## src/rtl/fetch_unit_pkg.sv

```systemverilog
// fetch_unit_pkg: shared widths, fault word and FIFO entry layout for the fetch front end.
package fetch_unit_pkg;
    localparam int FETCH_INST_W = 32;
    localparam int FETCH_PC_W = 32;
    localparam logic [FETCH_INST_W-1:0] FAULT_INST = 32'h0;
    // Entry packing order is {pc, inst}.
    typedef struct packed {
        logic [FETCH_PC_W-1:0]   pc;
        logic [FETCH_INST_W-1:0] inst;
    } fetch_entry_t;
endpackage

```

## src/rtl/fetch_fifo.sv

```systemverilog
// fetch_fifo: DEPTH-entry PC-tagged instruction FIFO with flush (flush beats push).
// Ports: i_clk, i_rst_n (async active-low); i_push/i_entry write; i_pop advances head;
//        i_flush empties; o_head is the head entry; o_count is the occupancy.
module fetch_fifo
    import fetch_unit_pkg::*;
#(
    parameter int DEPTH = 4
) (
    input  logic                   i_clk,
    input  logic                   i_rst_n,
    input  logic                   i_push,
    input  fetch_entry_t           i_entry,
    input  logic                   i_pop,
    input  logic                   i_flush,
    output fetch_entry_t           o_head,
    output logic [$clog2(DEPTH):0] o_count
);
    localparam int AW = $clog2(DEPTH);
    localparam int CW = AW + 1;

    fetch_entry_t mem_q [DEPTH];
    logic [AW-1:0] wr_q, rd_q;
    logic [CW-1:0] count_q;

    always_ff @(posedge i_clk or negedge i_rst_n) begin
        if (!i_rst_n) begin
            wr_q    <= '0;
            rd_q    <= '0;
            count_q <= '0;
        end else if (i_flush) begin
            wr_q    <= '0;
            rd_q    <= '0;
            count_q <= '0;
        end else begin
            if (i_push) wr_q <= wr_q + 1'b1;
            if (i_pop) rd_q <= rd_q + 1'b1;
            count_q <= count_q + CW'(i_push) - CW'(i_pop);
        end
    end

    // Storage needs no reset: entries are only observed while counted valid.
    always_ff @(posedge i_clk) begin
        if (i_push && !i_flush) mem_q[wr_q] <= i_entry;
    end

    assign o_head  = mem_q[rd_q];
    assign o_count = count_q;
endmodule

```

## src/rtl/fetch_unit.sv

```systemverilog
// fetch_unit: pipelined instruction fetch with credit-limited requests, prefetch FIFO and redirect flush.
// Ports: i_clk, i_rst_n (async active-low); o_mem_req_* / i_mem_req_ready request channel;
//        i_mem_rsp_* in-order response channel; i_redirect_* new fetch PC;
//        o_inst_* / i_inst_ready decode channel with o_inst_fault for misaligned PCs.
module fetch_unit
    import fetch_unit_pkg::*;
#(
    parameter logic [31:0] RESET_ADDR = 32'h0000_0000,
    parameter int          DEPTH      = 4
) (
    input  logic        i_clk,
    input  logic        i_rst_n,
    output logic        o_mem_req_valid,
    input  logic        i_mem_req_ready,
    output logic [31:0] o_mem_req_addr,
    input  logic        i_mem_rsp_valid,
    input  logic [31:0] i_mem_rsp_data,
    input  logic        i_redirect_valid,
    input  logic [31:0] i_redirect_pc,
    output logic        o_inst_valid,
    input  logic        i_inst_ready,
    output logic [31:0] o_inst,
    output logic [31:0] o_inst_pc,
    output logic        o_inst_fault
);
    localparam int CW = $clog2(DEPTH) + 1;

    logic [31:0]   fetch_pc_q, fetch_pc_d, rsp_pc_q, rsp_pc_d;
    logic [CW-1:0] outstanding_q, outstanding_d, drop_q, drop_d, count;
    logic          fault_q, fault_d;
    logic          req_fire, rsp_keep, pop;
    logic [CW:0]   credit_used;
    fetch_entry_t  head, entry;

    // One extra bit: FIFO occupancy plus in-flight count can reach 2*DEPTH transiently in width terms.
    assign credit_used     = (CW+1)'(count) + (CW+1)'(outstanding_q);
    assign o_mem_req_valid = i_rst_n && !fault_q && !i_redirect_valid && (credit_used < (CW+1)'(DEPTH));
    assign o_mem_req_addr  = fetch_pc_q;
    assign req_fire        = o_mem_req_valid && i_mem_req_ready;
    assign rsp_keep        = i_mem_rsp_valid && drop_q == '0 && !i_redirect_valid;
    assign o_inst_valid    = fault_q || count != '0;
    assign pop             = o_inst_valid && i_inst_ready && !fault_q && !i_redirect_valid;
    assign o_inst          = fault_q ? FAULT_INST : head.inst;
    // While faulting, fetch_pc holds the misaligned redirect target since no requests issue.
    assign o_inst_pc       = fault_q ? fetch_pc_q : head.pc;
    assign o_inst_fault    = fault_q;
    assign entry           = '{pc: rsp_pc_q, inst: i_mem_rsp_data};

    always_comb begin
        outstanding_d = outstanding_q + CW'(req_fire) - CW'(i_mem_rsp_valid);
        drop_d        = (i_mem_rsp_valid && drop_q != '0) ? drop_q - 1'b1 : drop_q;
        fetch_pc_d    = req_fire ? fetch_pc_q + 32'd4 : fetch_pc_q;
        rsp_pc_d      = rsp_keep ? rsp_pc_q + 32'd4 : rsp_pc_q;
        fault_d       = fault_q;
        if (i_redirect_valid) begin
            // Every response still in flight after this cycle belongs to the old stream.
            drop_d     = outstanding_q - CW'(i_mem_rsp_valid);
            fetch_pc_d = i_redirect_pc;
            rsp_pc_d   = i_redirect_pc;
            fault_d    = i_redirect_pc[1:0] != 2'b00;
        end
    end

    always_ff @(posedge i_clk or negedge i_rst_n) begin
        if (!i_rst_n) begin
            fetch_pc_q    <= RESET_ADDR;
            rsp_pc_q      <= RESET_ADDR;
            outstanding_q <= '0;
            drop_q        <= '0;
            fault_q       <= 1'b0;
        end else begin
            fetch_pc_q    <= fetch_pc_d;
            rsp_pc_q      <= rsp_pc_d;
            outstanding_q <= outstanding_d;
            drop_q        <= drop_d;
            fault_q       <= fault_d;
        end
    end

    fetch_fifo #(.DEPTH(DEPTH)) u_fifo (
        .i_clk   (i_clk),
        .i_rst_n (i_rst_n),
        .i_push  (rsp_keep),
        .i_entry (entry),
        .i_pop   (pop),
        .i_flush (i_redirect_valid),
        .o_head  (head),
        .o_count (count)
    );
endmodule

```

## config.mk

```make
export PLATFORM = sky130hd
export DESIGN_NAME = fetch_unit
export DESIGN_NICKNAME = d
export VERILOG_FILES = /design/src/rtl/fetch_unit_pkg.sv /design/src/rtl/fetch_fifo.sv /design/src/rtl/fetch_unit.sv
export SDC_FILE = /design/constraint.sdc
export NUM_CORES = 1
export LEC_CHECK = 0
export CORE_ASPECT_RATIO = 0.6
export CORE_UTILIZATION = 63
export DETAILED_ROUTE_END_ITERATION = 10
export DONT_BUFFER_PORTS = 1
export PLACE_DENSITY = 0.79
export SETUP_SLACK_MARGIN = 0.2
export SYNTH_ARGS = -nofsm -noshare
export SYNTH_HDL_FRONTEND = slang
export SYNTH_HIERARCHICAL = 1
export SYNTH_SLANG_ARGS = --single-unit
```

## constraint.sdc

```tcl
create_clock -name i_clk -period 3.8 [get_ports i_clk]
set_input_delay 0.19 -clock i_clk [delete_from_list [all_inputs] [get_ports i_clk]]
set_output_delay 0.19 -clock i_clk [all_outputs]
set_load 0.005 [all_outputs]
```

# After elaboration in Yosys (flattened, before gate mapping)
# Memory sizes are Yosys's and may differ from the RTL's.
# Cells that the tools add are included.
# word_totals
regBits	78
ramBits	256
out_inout_bits	99
elab_cells	58
mem_count	1
# op_classes
addsub	11
magnitude_cmp	1
muxes	15
n_reduce_logical	22
# memory_table
memory	depth	width	rd	rd_clocked_by_memory_dff	write_ports	line	source
u_fifo.mem_q	4	64	1	0	1	fetch_fifo.sv:21	fetch_entry_t mem_q [DEPTH];
# ops
operator	count
32-bit 2-to-1 mux	6
32-bit by 3-bit adder with 32-bit output, second input constant	2
1-bit logical AND	11
2-bit nonzero test	5
3-bit 2-to-1 mux	3
3-bit by 1-bit subtractor with 3-bit output	3
2-bit 2-to-1 mux	4
3-bit by 1-bit adder with 3-bit output	2
3-bit nonzero test	2
2-bit by 1-bit adder with 2-bit output, second input constant	2
3-bit by 3-bit adder with 4-bit output	1
4-bit by 3-bit < comparator with 1-bit output, second input constant	1
3-bit zero test	1
3-bit by 1-bit subtractor with 3-bit output, second input constant	1
1-bit zero test	2
1-bit 2-to-1 mux	2
1-bit logical OR	1

# Longest topological paths before layout
# logic_depth
ltp_word	7
ltp_mapped	13

# Modules after synthesis
# Netlist, hierarchy kept.
# by_module_without_submodules
mod	instances	cells_per_inst	area_each_um2	seq_area_each_um2
fetch_fifo	1	372	9688.0	7862.5
fetch_unit	1	512	4571.9	1776.7

# Worst setup path before layout
# OpenSTA, ideal clock, no wires.
# synth_timing
path_type	register to register
from	register drop_q[0]
to	memory u_fifo/mem_q[0][0] (netlist name), enable pin
setup_ps	429
arrival_time_ps	2812
t_required_ps	3371
setup_slack_ps	559
stages_incl_launch_ff	7
n_path_buf	0
path_cell_list	dfrtp_1 inv_1 ha_1 nand3b_1 nor2_1 nor2b_1 and2_1
# synth_between
elab_chain_cells	6
# synth_rtl
element	line	source
from (decl)	fetch_unit.sv:29	logic [CW-1:0] outstanding_q, outstanding_d, drop_q, drop_d, count;
from (signal assigned)	fetch_unit.sv:75	drop_q <= drop_d;
3-bit zero test	fetch_unit.sv:40	assign rsp_keep = i_mem_rsp_valid && drop_q == '0 && !i_redirect_valid;
1-bit logical AND (2 in series)	fetch_unit.sv:40	
net rsp_keep	fetch_unit.sv:31	logic req_fire, rsp_keep, pop;
1-bit logical AND	fetch_fifo.sv:43	if (i_push && !i_flush) mem_q[wr_q] <= i_entry;
1-bit 2-to-1 mux	fetch_fifo.sv:43	
1-bit 2-to-1 mux (not written as such)	fetch_fifo.sv:43	
to (decl)	fetch_fifo.sv:21	
# The timed path passes the listed nets, and every way through them passes these cells.

# Worst setup path in the final report
# layout_timing
from	register outstanding_q[2]
to	register outstanding_q[2]
# layout_between
elab_chain_cells	6
# layout_rtl
element	line	source
from (decl)	fetch_unit.sv:29	
from (signal assigned)	fetch_unit.sv:74	outstanding_q <= outstanding_d;
3-bit by 3-bit adder with 4-bit output	fetch_unit.sv:36	assign credit_used = (CW+1)'(count) + (CW+1)'(outstanding_q);
4-bit by 3-bit < comparator with 1-bit output	fetch_unit.sv:37	assign o_mem_req_valid = i_rst_n && !fault_q && !i_redirect_valid && (credit_used < (CW+1)'(DEPTH));
1-bit logical AND	fetch_unit.sv:37	
1-bit logical AND	fetch_unit.sv:39	assign req_fire = o_mem_req_valid && i_mem_req_ready;
3-bit by 1-bit adder with 3-bit output (*)	fetch_unit.sv:50	outstanding_d = outstanding_q + CW'(req_fire) - CW'(i_mem_rsp_valid);
3-bit by 1-bit subtractor with 3-bit output (*)	fetch_unit.sv:50	
net outstanding_d[2]	fetch_unit.sv:29	
# Mark *: on every way through the listed nets, which the timed path passes. The rest lies on a longest branch.
# A chain may end at the register's enable or synchronous reset.

==> out/qor.yml <==
min_path:
  hp-class: "in -> reg"
floorplanning:
  fp.dieW_um: 196
  row_count: 42
  dieArea_um2: 23300
  pin_count: 169
  core_area_um2: 22100
  die_h_um: 119
  start_util: 0.645
routing:
  drc: 0
  ant_nets: 0
  dr.pass1.iters: 5
  drt_iter0_markers: 748
  wl_um: 32800
  wl_per_cell_um: 25.5
  via_count: 8332
  viasPerCell: 6.46
cts:
  ctsResizeCount: 0
  cts_tree: "yes"
  cts_buffer_depth: 3
  htree_levels: 1
  clock_latency_ns: 0.57
  cts_sinks: 334
  clk_pin_slew_ns: 0.06
  cts-buffers-inserted: 30
  cts_root_buf: "clkbuf_16"
timing:
  fmax_mhz: 323
  finalCriticalPeriod_ns: 3.10
  tns_ns: 0
  relSlewSlack: 0.257
  fin_crit_sh: 0.815
  fin_skew_ns: 0.0178
  slew_viol_final: 0
  hold_violations: 0
  tightestPinTransition_ns: 1.11
  finalSetupViolCount: 0
  rsz0062_at_grt: "false"
synthesis:
  synth_area_leaders: "edfxtp_1 (54%), dfrtp_1 (14%), mux4_2 (10%), mux2_2 (3.0%), xnor2_1 (1.7%)"
  synth-seq-cells: 334
  ys_warn_count: 6
  synth_largest_area_cell: "edfxtp_1"
  synth_most_common_cell: "edfxtp_1"
  seq_area_frac_synth: 0.676
  synth_edf_count: 256
  synthFlopType: "edfxtp_1"
  syn_avg_cell_area_um2: 16.1
  synthArstFlopShare: 0.234
  synth_fp_nets: 972
  yosysTopAreaCellShare: 0.539
  synth_area_um2: 14300
  synthCells: 884
  synthDistinctLibCells: 52
  synthTopCellsByCount: "edfxtp_1 (256), dfrtp_1 (78), mux4_2 (64), nand2_1 (62), mux2_2 (38)"
power:
  swShare: 0.233
  pwr-share-seq: 0.545
  comb_power_share: 0.088
  power.leakage_nw: 5.45
  power.net_switching_mw: 1.85
  p_int_mw: 6.09
  powerDensity_nw_per_um2: 489
  p_clk_frac: 0.367
  ir_drop_v: 0.000446
worst_setup_path:
  critPathMaxFanout: 20
  required_ns: 4.28
  arrival_ns: 3.58
  startpoint_type: "register"
  crit_path_end_kind: "register"
  crit_type: "reg -> reg"
global_route:
  grt_max_degree: 79
  grt_pass1_wl_um: 50200
  antenna_found_initial: 1
  grt_pass1_vias: 8523
  gr-total-overflow: 0
  track_usage: 0.292
layout:
  fin_nets: 1043
  fin_util: 0.733
  layout-drive-gt1-share: 0.175
  areaGrowthSynthToFinish_pct: 13.7
run_status:
  status: "finished, final reports clean"
place:
  post-dp-hpwl_um: 20600
  port_buffers: 0
  gp_congestion: 0.859
flow_run:
  max_cap_viol_count: 0
==> metrics by stage <==
stage	area [µm²]	hold slack [ns]	power, mW	setup WS (ns)	instances
4_1_cts	16200	0.00196	7.97	0.697	1287
3_3_place_gp	14500	-0.102	4.93	0.808	1161
5_1_grt	16200	0.0260	8.21	0.561	1288
3_5_place_dp	14500	-0.103	4.98	0.715	1161
6_report	16200	0.0181	7.94	0.702	1289
2_1_floorplan	14300	-0.106	4.79	0.559	884
==> cells in the final DEF, fill, tap and decap left out, types with 4 or more instances in the layout <==
cell type and count:
a21oi_1 6, a31oi_1 6, and3_1 8, and4_1 5
buf_4 11, clkbuf_1 14, clkbuf_16 31, clkbuf_8 4
clkinv_2 4, dfrtp_1 75, dlygate4sd3_1 68, edfxtp_1 256
ha_1 16, inv_1 27, mux2_2 38, mux4_2 64
nand2_1 62, nand2b_1 4, nand3_1 30, nand4_1 13
nor2_1 24, nor2b_1 36, nor3_1 12, nor4_1 11
o211ai_1 15, o21ai_0 37, o311ai_0 7, or3_1 7
or4_1 4, xnor2_1 28, xor2_1 10
==> sequential cells by signal, indices dropped and copies added, names as in the netlist <==
register / cells
u_fifo/mem_q: 256
o_mem_req_addr: 32
rsp_pc_q: 32
drop_q: 3
outstanding_q: 3
u_fifo/o_count: 3
u_fifo/rd_q: 2
u_fifo/wr_q: 2
o_inst_fault: 1
==> power by group through the flow <==
stage | Sequential, mW | Clock (mW) | Combinational (mW)
global placement | 4.37 | 0 | 0.555
finish | 4.32 | 2.92 | 0.697
global route | 4.34 | 3.09 | 0.773
floorplan | 4.30 | 0 | 0.484
CTS | 4.32 | 2.96 | 0.698
detailed placement | 4.39 | 0 | 0.585
==> final timing paths <==
check / end / slack [ns] / cells after the start / startpoint
max in group asynchronous: u_fifo/rd_q[0]$_DFFE_PN0P_ / 3.19 / 2 / i_rst_n
max reg2reg: outstanding_q[2]$_DFF_PN0_ / 0.70 / 10 / outstanding_q[2]$_DFF_PN0_
max: outstanding_q[2]$_DFF_PN0_ / 0.70 / 10 / outstanding_q[2]$_DFF_PN0_
min: outstanding_q[0]$_DFF_PN0_ / 0.02 / 3 / i_mem_rsp_valid
min reg2reg: u_fifo/mem_q[3][32]$_DFFE_PP_ / 0.52 / 0 / rsp_pc_q[0]$_DFFE_PN0P_
min in group asynchronous: o_mem_req_addr[15]$_DFFE_PN0P_ / 0.25 / 2 / i_rst_n
==> cell families after synthesis <==
| kind of cell | after synthesis | synth area share |
|---|---|---|
| AO/OA/AOI/OAI | 85 | 0.0382 |
| XOR/XNOR | 39 | 0.0249 |
| adder cells (fa/ha/maj) | 18 | 0.0168 |
| buffers and inverters | 73 | 0.0262 |
| flip-flops | 334 | 0.676 |
| multiplexers | 105 | 0.133 |
| AND/OR/NAND/NOR | 230 | 0.0847 |
==> per-layer routing <==
metal	track usage	vias up	wire, µm
met2	0.431	478	14900
met5	0	-	0
met1	0.425	4240	13300
met3	0.0962	55	3880
met4	0.0747	0	659
li1	-	3559	-
==> critical path: stages, from the launching register on <==
cell      delay [ns]
dfrtp_1         0.43
ha_1            0.31
or4b_1          0.54
and4bb_1        0.32
inv_2           0.16
ha_1            0.32
inv_1           0.04
ha_1            0.18
fa_1            0.39
xnor2_1         0.20
xnor2_1         0.14
==> repair_timing <==
action	CTS	global route
endpoints found under the hold margin	281	0
setup buffers	0	0
hold buffers	70	0
==> final cells by class <==
cell class / count / area [µm²]
Fill cell: 1271 / 5900
Antenna cell: 2 / 5.00
Tap cell: 308 / 385
Timing Repair Buffer: 84 / 878
Multi-Input combinational cell: 477 / 4260
Clock inverter: 7 / 61.3
Inverter: 28 / 105
Clock buffer: 49 / 883
Sequential cell: 334 / 9650
Power figures use the tool's default switching activity.
